### src/rtl/cpu_board_pkg.sv
`default_nettype none
// +----------------------------------------------------------------------+
// | cpu_board_pkg : shared widths and idle output values for the shell    |
// | Revision      : 1.0                                                   |
// +----------------------------------------------------------------------+
package cpu_board_pkg;

  typedef struct packed {
    logic [7:0]  led;
    logic [11:0] digi;
    logic        uart_tx;
  } board_out_t;

  localparam logic [7:0]  LED_IDLE  = 8'h00;
  localparam logic [11:0] DIGI_IDLE = 12'hFFF;
  localparam logic        UART_IDLE = 1'b1;

  localparam board_out_t BOARD_IDLE = '{led: LED_IDLE, digi: DIGI_IDLE, uart_tx: UART_IDLE};

  function automatic int DEB_CNT_W(input int cycles);
    return $clog2(cycles) + 1;
  endfunction

  // hold counter only has to reach RST_HOLD-1
  function automatic int RST_HOLD_W(input int hold);
    return (hold < 2) ? 1 : $clog2(hold);
  endfunction

endpackage
`default_nettype wire

### src/rtl/CPU_pipeline.sv
`default_nettype none
// +----------------------------------------------------------------------+
// | CPU_pipeline : behavioural stand-in for the pipelined core's pin I/O  |
// | Revision     : 1.0                                                    |
// +----------------------------------------------------------------------+
module CPU_pipeline (
  input  logic        clk,
  input  logic        reset,
  input  logic [7:0]  switch,
  input  logic        UART_RX,
  output logic [7:0]  led,
  output logic [11:0] digi,
  output logic        UART_TX
);

  // led/digi reset values differ from the board idle values so the shell's mask is observable
  always_ff @(posedge clk or posedge reset) begin
    if (reset) begin
      led     <= 8'hFF;
      digi    <= 12'h000;
      UART_TX <= 1'b1;
    end else begin
      led     <= switch;
      digi    <= {3'b000, UART_RX, switch};
      UART_TX <= UART_RX;
    end
  end

endmodule
`default_nettype wire

### src/rtl/sw_debounce.sv
`default_nettype none
// +----------------------------------------------------------------------+
// | sw_debounce : one-bit synchroniser + stability counter + output flop  |
// | Revision    : 1.0                                                     |
// +----------------------------------------------------------------------+
module sw_debounce
  import cpu_board_pkg::*;
#(
  parameter int DEB_CYCLES = 250000
) (
  input  logic clk,
  input  logic rst,
  input  logic raw,
  output logic deb
);

  localparam int CNT_W = DEB_CNT_W(DEB_CYCLES);
  localparam logic [CNT_W-1:0] CNT_LAST = CNT_W'(DEB_CYCLES - 1);

  logic [1:0]       sync;
  logic [CNT_W-1:0] cnt;

  // counter only runs while the synchronised input disagrees with deb, so it tops out at CNT_LAST
  always_ff @(posedge clk or posedge rst) begin
    if (rst) begin
      sync <= 2'b00;
      cnt  <= '0;
      deb  <= 1'b0;
    end else begin
      sync <= {sync[0], raw};
      if (sync[1] == deb) begin
        cnt <= '0;
      end else if (cnt == CNT_LAST) begin
        deb <= sync[1];
        cnt <= '0;
      end else begin
        cnt <= cnt + CNT_W'(1);
      end
    end
  end

endmodule
`default_nettype wire

### src/rtl/cpu_board_shell.sv
`default_nettype none
// +----------------------------------------------------------------------+
// | cpu_board_shell : pin conditioning shell around CPU_pipeline          |
// |   optional divided core clock under macro CLK_DIV_EN                  |
// | Revision        : 1.0                                                 |
// +----------------------------------------------------------------------+
module cpu_board_shell
  import cpu_board_pkg::*;
#(
  parameter int NUM_SW          = 8,
  parameter int DEB_CYCLES      = 250000,
  parameter int RST_SYNC_STAGES = 2,
  parameter int RST_HOLD        = 16,
  parameter int DIV_HALF        = 2
) (
  input  logic              clk,
  input  logic              reset,
  input  logic [NUM_SW-1:0] sw,
  input  logic              UART_RX,
  output logic [7:0]        led,
  output logic [11:0]       digi,
  output logic              UART_TX,
  output logic              cpu_rst
);

  localparam int HOLD_W = RST_HOLD_W(RST_HOLD);
  localparam logic [HOLD_W-1:0] HOLD_LAST = HOLD_W'(RST_HOLD - 1);

  if (NUM_SW < 1 || NUM_SW > 8 || DEB_CYCLES < 1 || RST_SYNC_STAGES < 2 ||
      RST_HOLD < 1 || DIV_HALF < 1) begin : g_param_check
    $error("cpu_board_shell: parameter out of range");
  end

  logic core_clk;

`ifdef CLK_DIV_EN
  localparam int DIV_W = (DIV_HALF > 1) ? $clog2(DIV_HALF) : 1;
  localparam logic [DIV_W-1:0] DIV_LAST = DIV_W'(DIV_HALF - 1);

  logic [DIV_W-1:0] div_cnt;
  logic             core_clk_q;

  always_ff @(posedge clk or posedge reset) begin
    if (reset) begin
      div_cnt    <= '0;
      core_clk_q <= 1'b0;
    end else if (div_cnt == DIV_LAST) begin
      div_cnt    <= '0;
      core_clk_q <= ~core_clk_q;
    end else begin
      div_cnt <= div_cnt + DIV_W'(1);
    end
  end

  assign core_clk = core_clk_q;
`else
  assign core_clk = clk;
`endif

  logic [RST_SYNC_STAGES-1:0] rst_chain;
  logic [HOLD_W-1:0]          hold_cnt;
  logic                       rst_sync;

  always_ff @(posedge core_clk or posedge reset) begin
    if (reset) rst_chain <= '1;
    else       rst_chain <= {rst_chain[RST_SYNC_STAGES-2:0], 1'b0};
  end

  assign rst_sync = rst_chain[RST_SYNC_STAGES-1];

  always_ff @(posedge core_clk or posedge reset) begin
    if (reset) begin
      hold_cnt <= '0;
      cpu_rst  <= 1'b1;
    end else if (rst_sync) begin
      hold_cnt <= '0;
      cpu_rst  <= 1'b1;
    end else if (cpu_rst) begin
      if (hold_cnt == HOLD_LAST) cpu_rst  <= 1'b0;
      else                       hold_cnt <= hold_cnt + HOLD_W'(1);
    end
  end

  logic [NUM_SW-1:0] deb_sw;

  for (genvar i = 0; i < NUM_SW; i++) begin : g_deb
    sw_debounce #(
      .DEB_CYCLES(DEB_CYCLES)
    ) u_deb (
      .clk (clk),
      .rst (reset),
      .raw (sw[i]),
      .deb (deb_sw[i])
    );
  end

  // rx resets to idle-high so the core never sees a start bit at release
  logic [1:0]        rx_sync;
  logic              rx_core;
  logic [NUM_SW-1:0] sw_core;
  logic [7:0]        cpu_switch;

  always_ff @(posedge core_clk or posedge cpu_rst) begin
    if (cpu_rst) begin
      rx_sync <= 2'b11;
      sw_core <= '0;
    end else begin
      rx_sync <= {rx_sync[0], UART_RX};
      sw_core <= deb_sw;
    end
  end

  assign rx_core = rx_sync[1];

  always_comb begin
    cpu_switch               = '0;
    cpu_switch[NUM_SW-1:0]   = sw_core;
  end

  board_out_t cpu_out;
  board_out_t pin_out;

  CPU_pipeline u_cpu (
    .clk     (core_clk),
    .reset   (cpu_rst),
    .switch  (cpu_switch),
    .UART_RX (rx_core),
    .led     (cpu_out.led),
    .digi    (cpu_out.digi),
    .UART_TX (cpu_out.uart_tx)
  );

  assign pin_out = cpu_rst ? BOARD_IDLE : cpu_out;
  assign led     = pin_out.led;
  assign digi    = pin_out.digi;
  assign UART_TX = pin_out.uart_tx;

endmodule
`default_nettype wire

### config.mk
export PLATFORM = sky130hd
export DESIGN_NAME = cpu_board_shell
export DESIGN_NICKNAME = d
export VERILOG_FILES = /design/src/rtl/cpu_board_pkg.sv /design/src/rtl/CPU_pipeline.sv /design/src/rtl/sw_debounce.sv /design/src/rtl/cpu_board_shell.sv
export SDC_FILE = /design/constraint.sdc
export NUM_CORES = 1
export LEC_CHECK = 0
export CAP_MARGIN = 20
export CORE_ASPECT_RATIO = 1.4
export CORE_UTILIZATION = 34
export CTS_CLUSTER_SIZE = 24
export DETAILED_ROUTE_END_ITERATION = 8
export GPL_TIMING_DRIVEN = 0
export PLACE_DENSITY_LB_ADDON = 0.25
export SKIP_LAST_GASP = 1
export SLEW_MARGIN = 20
export SYNTH_ARGS = -nofsm -noshare
export SYNTH_HDL_FRONTEND = slang
export SYNTH_SLANG_ARGS = --single-unit
### constraint.sdc
create_clock -name clk -period 17.5 [get_ports clk]
set_clock_uncertainty 0.05 [all_clocks]
set_input_delay 3.5 -clock clk [delete_from_list [all_inputs] [get_ports clk]]
set_output_delay 3.5 -clock clk [all_outputs]
set_load 0.01 [all_outputs]
[Word level (Yosys, flattened, before mapping)]
Index checks and enable logic that the tools add are counted.
Storage, ports and cells
  register bits after elaboration: 211
  input bits: 11
  output and inout port bits: 22
Cells by class
  bitwise gates (word level): 8
  multiplexer cells: 23
  reductions and logical operators: 10
  equal/unequal tests: 18
  add/subtract/negate cells: 9
Operator list (count)
  19-bit 2-to-1 mux: 16
  19-bit by 1-bit adder with 19-bit output, second input constant: 8
  19-bit by 18-bit == test with 1-bit output, second input constant: 8
  21-bit 2-to-1 mux: 1
  2-bit AND reduction: 9
  4-bit 2-to-1 mux: 3
  1-bit == test: 8
  1-bit inverter: 8
  4-bit by 1-bit adder with 4-bit output, second input constant: 1
  4-bit == test, second input constant: 1
  1-bit 2-to-1 mux: 3
  2-bit inequality test, second input constant: 1
  2-bit nonzero test: 1

[Longest topological paths before layout]
Gate-level depths: netlist of the first run.
  word-level depth: 4
  mapped depth: 6
  gate-level depth less buffers: 5

[Hierarchy]
From an unflattened synthesis of the first run, not the netlist that was laid out.
Second synthesis, totals
  cell total of the unflattened synthesis: 922
  area, all modules: 10108.4 um2
Modules (own cells, without submodules)
  sw_debounce: instances 8, cells each 105, area an instance 1112.3 um2
  cpu_board_shell: instances 1, cells each 59, area an instance 718.2 um2
  CPU_pipeline: instances 1, cells each 23, area an instance 491.7 um2

[Worst setup path after synthesis of the first run]
No wires, ideal clock.
  path kind: register -> output
  from: register cpu_rst
  to: output UART_TX
  path slack: 12.908 ns
  buffers on the path: 1
  data required time: 13.950 ns
  stages on the path, launching flop included: 3
  arrival: 1.042 ns
  cells stage by stage: dfstp_2 > clkbuf_1 > or2_2
On the way
  cells in the longest elaborated chain, start to end: 1
RTL lines
  start: declaration: RTL line cpu_board_shell.sv:23  | output logic cpu_rst
  start signal: assignment: RTL line cpu_board_shell.sv:74  | cpu_rst <= 1'b1;
  start signal: assignment: RTL line cpu_board_shell.sv:77  | cpu_rst <= 1'b1;
  start signal: assignment: RTL line cpu_board_shell.sv:79  | if (hold_cnt == HOLD_LAST) cpu_rst <= 1'b0;
  21-bit 2-to-1 mux: RTL line cpu_board_shell.sv:133  | assign pin_out = cpu_rst ? BOARD_IDLE : cpu_out;
  end: declaration: RTL line cpu_board_shell.sv:22  | output logic UART_TX,
Every way passes these cells.

[Worst setup path after layout of the first run]
  from: register cpu_rst
  to: output digi[0]
On the way
  cells in the longest elaborated chain, start to end: 1
RTL lines
  21-bit 2-to-1 mux: RTL line cpu_board_shell.sv:133
  end: declaration: RTL line cpu_board_shell.sv:21  | output logic [11:0] digi,
Every way passes these cells.

==> results of run 1 <==
-- how the worst max path moves through the flow --
| stage | end | cells after the start | slack (ns) | from |
|---|---|---|---|---|
| after floorplan | g_deb[0].u_deb.cnt[0] | 1 | 8.98 | reset |
| after global placement | g_deb[3].u_deb.cnt[11] | 2 | 6.28 | reset |
| after detailed placement | digi[0] | 3 | 12.27 | cpu_rst |
| after CTS | digi[0] | 3 | 11.72 | cpu_rst |
| after global routing | digi[0] | 3 | 11.64 | cpu_rst |
| final | digi[0] | 3 | 11.78 | cpu_rst |
-- final cells by class --
cell class	instances	area (um^2)
Timing Repair Buffer	34	375
Fill cell	2773	16300
Tap cell	370	463
Sequential cell	211	5300
Clock buffer	26	617
Buffer	22	159
Inverter	24	97.6
Clock inverter	15	312
Antenna cell	1	2.50
Multi-Input combinational cell	649	4100
-- layout by cell type, fill, tap and decap left out, types with 3 or more instances in the layout --
master / n
or2_2: 10
xor2_1: 46
dfrtp_1: 197
nor4_1: 39
clkbuf_8: 3
xnor2_1: 77
clkinvlp_4: 3
nor2_1: 153
and3_1: 9
o41ai_4: 5
or4_4: 5
clkbuf_16: 23
buf_2: 10
clkdlybuf4s50_1: 32
nor3_1: 20
inv_1: 22
nor2b_1: 9
dfstp_2: 14
and4_1: 6
o21ai_0: 20
bufinv_16: 9
nor4b_1: 4
buf_6: 7
or3_1: 33
mux2_2: 8
nand3_1: 55
nand2_1: 32
ha_1: 9
nand4_1: 60
a21oi_1: 23
buf_4: 3
or4_1: 5
-- per-layer routing --
| metal | part of all wire | track usage |
|---|---|---|
| met5 | 0 | 0 |
| met4 | 0.022 | 0.0402 |
| met3 | 0.036 | 0.0212 |
| met2 | 0.50 | 0.234 |
| met1 | 0.44 | 0.167 |
-- power by group --
group	internal [mW]	leakage [nW]	total, mW	switching, mW
clock network	0.386	0.445	0.585	0.199
logic	0.0110	1.41	0.0308	0.0198
registers	0.496	2.83	0.503	0.00747
-- cells by family after synthesis --
kind of cell	count (synthesis)
simple gates	452
flops	211
xor+xnor	123
compound gates	54
buf+inv	46
mux	10
fa+ha+maj	9
other cells	1
-- cell usage after synthesis, drive strengths merged --
| library cell | n |
|---|---|
| and3 | 10 |
| nand2b | 1 |
| nor4 | 39 |
| nand4 | 63 |
| and4 | 7 |
| nor2b | 9 |
| dfrtp | 197 |
| nand3 | 57 |
| nand4b | 1 |
| and4b | 1 |
| conb | 1 |
| nand2 | 32 |
| ha | 9 |
| a21oi | 23 |
| dfstp | 14 |
| xor2 | 46 |
| o31ai | 2 |
| mux2 | 8 |
| nor4b | 5 |
| or4 | 10 |
| o21ba | 1 |
| o41ai | 5 |
| or3 | 33 |
| or2 | 10 |
| inv | 24 |
| nor2 | 153 |
| a31oi | 1 |
| and2 | 1 |
| mux2i | 2 |
| o21ai | 22 |
| nor3 | 20 |
| clkbuf | 2 |
| buf | 20 |
| xnor2 | 77 |
-- sequential cells by signal, indices dropped and copies added (netlist names) --
register          count
cpu_rst               1
u_cpu.digi            9
u_cpu.led             8
rx_sync               2
cpu_switch            8
g_deb.u_deb.sync     16
hold_cnt              4
g_deb.u_deb.cnt     152
u_cpu.UART_TX         1
g_deb.u_deb.deb       8
rst_chain             2
-- critical path, cell delays in order (launching register included) --
cell and delay, ns:
dfstp_2 0.61, clkbuf_1 0.34, or2_2 0.18, clkdlybuf4s50_1 0.53
==> run summary, run 1 <==
The count of pins on the block boundary is 33. The count of port buffers added during placement is 32. At the placement stage, the worst setup path has a slack of 12.27 ns.

The required time of the critical path is 13.95 ns. Summed over all instances, the cell type with the most area after synthesis is dfrtp_1. CTS placed an instance of clkbuf_16 at the clock tree root.

The starting DRC count in detailed routing is 264. The overall routing resource usage came out at 0.134. The total number of vias is 6,640. The post-synthesis net count is 926. The depth of the worst register-to-register path came out at 5. The total negative slack came out at 0 ns.

The number of unique standard cell types used by synthesis is 45. The xor/xnor cell area share of the yosys netlist came out at 0.112. By area, the combinational part of the netlist is dominated by simple AND/OR/NAND/NOR gates.

Yosys attributes the largest share of cell area to dfrtp_1, xnor2_1, nor2_1. The number of endpoints with negative hold slack in the final report is 0. The layout overhead on the synthesized area is 18.4%. The share of synthesized area in the top cell type comes to 0.511. The die area came out at 29,100 um^2.

The routed design has 18.1 mm of wire. The worst path needs approximately 5.7 ns of the cycle, external delays included. After detailed routing, the number of vias per cell comes to 4.91. After technology mapping, the gate count stands at 906. The run finished with clean final reports.

The number of gates given a new drive strength after cts came out at 0. The count of buffers added by post-CTS timing repair for setup is 0. The routed wire length per instance came out at roughly 13 um. The number of max-cap violations came out at 0. The arrival time at the worst endpoint came out at 2.17 ns.

The startpoint of the lowest-slack hold path is g_deb[1].u_deb.sync[0]. The synthesized-area fraction occupied by ao, oa, aoi and oai cells came out at 0.0423. The post-synthesis instance area is 9650 um^2. The final count of pins violating max slew was 0. In the routed design, unresolved DRC markers number 0. The endpoint class of the critical path is a primary output.

Setup slack on the critical path of the routed design comes to 11.78 ns. The slack of the worst reg-to-reg path came out at 15.25 ns. The count of non-filler cells in the finished layout is 1,352. The worst setup path is launched from a register. The iteration count of the initial detailed-routing pass came out at 4. The number of cell rows is 72. The minimum hold slack is between 0.2 and 0.3 ns. The standard cell core area is 27,700 um^2. The share of synthesized cell area in and, or, nand and nor gates came out at 0.248. The maximum clock frequency came out at 175 MHz.

After the last flow step, the layout net total stands at 985. The design area came out at around 11,000 um^2. The critical path is of the register to primary output type. The worst-skew pair later-pin latency came out at 0.50 ns. The cell total after placement is between 1,000 and 1,500. The sum of overflow across all layers after global routing came out at 0. The Yosys step of the flow raised 0 warnings. Power spread over the standard cell area amounts to between 90 and 100 nW/um^2. The mux cell area share after synthesis is 0.0114. The cell leakage power is 4.69 nW. The clock passes through at most 3 buffers. Measured against its own limit, the worst slew margin works out to 0.529.

The die width is 144 um. The via count of the first global-routing pass is 6,784. The arithmetic-cell share of the synthesized area counting full adders, half adders and majority gates is 0.0117. The number of antenna-violating nets in the routed design came out at 0.

The total of endpoints with negative setup slack in the final report is 0. The worst hold path passes through 0 cells. Setup repair after global routing left no endpoint under its margin. At the end of the flow the core is filled with cells to 0.412. After clock tree synthesis, the clock-pin slew on the worst setup and hold paths is 0.06 ns. The first global-routing pass estimated 32.4 mm of wire. The H-tree depth came out at 1. Summing all placed instances gives a cell area of 10,500 um^2. Counting the buffers created by CTS gives 23. The initial antenna violation count was 1.

The die is between 200 and 250 um tall. The terminus of the critical flop-to-flop path is g_deb[0].u_deb.cnt[9]. In this run, post-CTS hold repair placed 0 buffers. The worst register-to-register path begins at g_deb[0].u_deb.cnt[0]. CTS saw 211 sinks. The class of the worst hold path is register to register. The maximum fanout along the worst path came out at 10. The proportion of layout cells with a drive suffix above 1 is 0.119.

Entering global routing, the biggest net connects 77 pins. The number of flip-flops and latches in the synthesized netlist is 211. TritonCTS built the clock tree. In this run the mean area of a mapped cell was 10.7 um^2.

The routability congestion estimate is approximately 0.76. The initial core utilization came out at 0.348. The design draws 1.12 mW.

The worst-margin pin slew came out at 0.705 ns. The HPWL after detailed placement is 12.4 mm. The worst vdd rail ir drop came out at 0.0732 mV. The share of synthesized area occupied by flip-flops and latches came out at 0.549. The path with the worst hold slack has its endpoint at g_deb[1].u_deb.sync[1]. In the finished design, the share of the clock period the worst path needs comes to 0.327.
No activity file was read; power rests on OpenSTA's default activity.
==> run 2: changes to the inputs <==
==> constraint.sdc (replaced) <==
create_clock -name clk -period 5 [get_ports clk]
set_clock_uncertainty 0.05 [all_clocks]
set_input_delay 1 -clock clk [delete_from_list [all_inputs] [get_ports clk]]
set_output_delay 1 -clock clk [all_outputs]
set_load 0.01 [all_outputs]
==> run summary, run 2 (same netlist as run 1, synthesis figures left out) <==
The sum of overflow across all layers after global routing came out at 0 (unchanged). The proportion of layout cells with a drive suffix above 1 is 0.121 (+0.00155). In this run the critical register-to-register path is launched from g_deb[0].u_deb.cnt[0].

The required time of the critical path is 3.95 ns (-10.00 ns). The die width came to 144 um (unchanged). The number of gates given a new drive strength after cts is 0 (unchanged). The flip-flop count of the largest register, all copies and words added came out at 152 (unchanged).

The depth of the worst register-to-register path came to 5 (unchanged). The total negative slack came out at 0 ns (unchanged). The final routed wirelength across all metal layers was 18.0 mm (-0.37%).

Timing would allow up to 287 MHz. The overall routing resource usage came out at 0.132 (-0.00221). The placed wire-length estimate after detailed placement came out at 12.5 mm (+0.84%).

The first-pass GRT wire length came out at 31.9 mm (-1.4%). In this run the worst setup path begins at cpu_rst. The routability congestion estimate came out at 0.806 (+6.4%). The startpoint identified for the worst hold timing path is g_deb[1].u_deb.sync[0]. The maximum fanout along the worst path is 10 (unchanged).

The count of buffers added by post-CTS timing repair for setup came out at 0 (unchanged). The cell leakage power came out at 4.67 nW (-0.51%). The number of max-cap violations was 0 (unchanged). The count of port buffers added during placement was 32 (unchanged).

The root buffer cell is clkbuf_16. The via count of the first global-routing pass is 6,719 (-0.96%). The clock transition at the registers of the reported paths is 0.06 ns (about the same). The cell total after placement is 1,314 (+0.31%). The initial core utilization is 0.348 (unchanged). The largest registers in the layout are g_deb.u_deb.cnt (152), g_deb.u_deb.sync (16), u_cpu.digi (9).

The number of nets at the end of the flow is 989 (+0.41%). Traced cell by cell, the critical path runs through clkbuf_1, or2_2, clkdlybuf4s50_1. The number of antenna-violating nets in the routed design came out at 0 (unchanged). The number of clock sinks seen by CTS is 211 (unchanged). The iteration count of the initial detailed-routing pass is 5 (+1). The minimum hold slack came to 0.297 ns (-0.000859 ns). STA classifies the critical path startpoint as a register.

The standard cell core area came out at 27,700 um^2 (unchanged). The worst hold path terminates at g_deb[1].u_deb.sync[1]. The average via count per standard cell is 4.94 (+0.65%). The run finished with clean final reports. Leaving out fill and tap cells, the most frequent cell in the layout is dfrtp_1. The share of the clock period used by the worst path after layout came out at 0.698.

Setup repair after global routing left no endpoint under its margin. The worst-case headroom to the max-slew limit is 0.542 (+0.0132). The power density over the cells is 316 nW/um^2 (+220%).

The number of cell rows is 72 (unchanged). The pin count of the biggest net entering global routing is 34 (-56%). The total DRC errors in the routed layout was 0 (unchanged).

The H-tree depth came out at 1 (unchanged). The number of hold buffers added after cts is 0 (unchanged). The number of instances on the worst hold path is 0 (unchanged). The number of fill cells in the layout is 2,756 (-0.61%).

The maximum clock insertion buffer count came to 3 (unchanged). The number of buffers added by the clock tree synthesis step is 23 (unchanged). The endpoint identified for the worst register-to-register timing path is g_deb[0].u_deb.cnt[7]. The final core utilization came out at 0.409 (-0.00325). The maximum single-stage delay on the critical path is 0.61 ns (about the same). The TritonCTS clock tree is yes. The shortest period the worst path allows came out at 3.49 ns.

The slack of the worst reg-to-reg path was 2.75 ns (-12.50 ns). The die area came to 29,100 um^2 (unchanged). The final count of pins violating max slew is 0 (unchanged). The number of endpoints with negative hold slack in the final report was 0 (unchanged). The worst-skew pair later-pin latency is 0.50 ns (about the same).

The layout overhead on the synthesized area is 17.5%. The die extent in y came out at 201 um (unchanged). The register name with the most flops is g_deb.u_deb.cnt.

The worst-margin pin slew came out at 0.683 ns (-0.0220 ns). The slowest stage of the critical path is the dfstp_2 cell. The total number of vias came out at 6,698 (+0.87%).

The worst vdd rail ir drop came to 0.160 mV (+120%). The starting DRC count in detailed routing is 287 (+8.7%). The total of endpoints with negative setup slack in the final report is 0 (unchanged). STA classifies the critical path endpoint as a primary output. The top cell types in the final layout, fill and taps aside, are dfrtp_1, nor2_1, xnor2_1, nand4_1, nand3_1. The routed wire length per instance is 13.3 um (-0.59%).

The count of pins on the block boundary is 33 (unchanged). The number of buffer and inverter instances along the worst setup path came out at 2 (unchanged). By startpoint and endpoint, the worst setup path is classified as register to primary output.

The min-delay analysis places its worst path in the category register to register. The count of non-filler cells in the finished layout came out at 1,355 (+0.22%). The final antenna diode count came out at 0 (-1). The initial antenna violation count is 0 (-1). Among cell families on the critical path, the largest total delay comes from buffers and inverters. The arrival time at the worst endpoint came out at 2.44 ns (+0.27 ns).
run 2: cell count changes in the layout (fill, tap and decap cells not counted):
cell / previous run / this run
clkinv_4: 1 / 0
clkbuf_1: 2 / 4
diode_2: 1 / 0
clkinvlp_4: 3 / 1
bufinv_16: 9 / 3
clkinv_2: 2 / 10
inv_8: 1 / 0
buf_12: 0 / 4
run 2: layer usage:
layer / share of wire / global-route usage
met5: 0 / 0
met4: 0.020 / 0.0391
met3: 0.034 / 0.0186
met1: 0.45 / 0.171
met2: 0.50 / 0.225
run 2: worst max-delay path by stage:
stage,endpoint,slack [ns],cells after the start
after global routing,digi[0],1.39,3
after detailed placement,digi[0],1.98,3
after floorplan,g_deb[0].u_deb.cnt[0],1.60,1
after CTS,digi[0],1.45,3
final,digi[0],1.51,3
after global placement,g_deb[3].u_deb.sync[0],-0.06,2
run 2: report_power, final:
part / leakage (nW) / switching [mW] / internal, mW
sequential: 2.83 / 0.0262 / 1.74
combinational: 1.44 / 0.0698 / 0.0447
clock: 0.389 / 0.665 / 1.04
total: 4.67 / 0.761 / 2.82
run 2: stage by stage:
step                power, mW  worst slack (ns)  cell area [um^2]
floorplan                1.86              1.60              9650
global placement         1.90           -0.0589             10400
detailed placement       1.91              1.98             10600
CTS                      3.64              1.45             11300
global route             3.73              1.39             11300
finish                   3.58              1.51             11300
run 2: final cells by class:
class / instances / area [um^2] / share of cell area
well taps: 370 / 463 / 0.0408
multi-input cells: 649 / 4100 / 0.362
plain buffers: 22 / 159 / 0.0140
inverters: 24 / 93.8 / 0.00828
flip-flops and latches: 211 / 5300 / 0.467
repair buffers: 38 / 455 / 0.0402
clock inverters: 13 / 140 / 0.0124
clock buffers: 28 / 624 / 0.0551
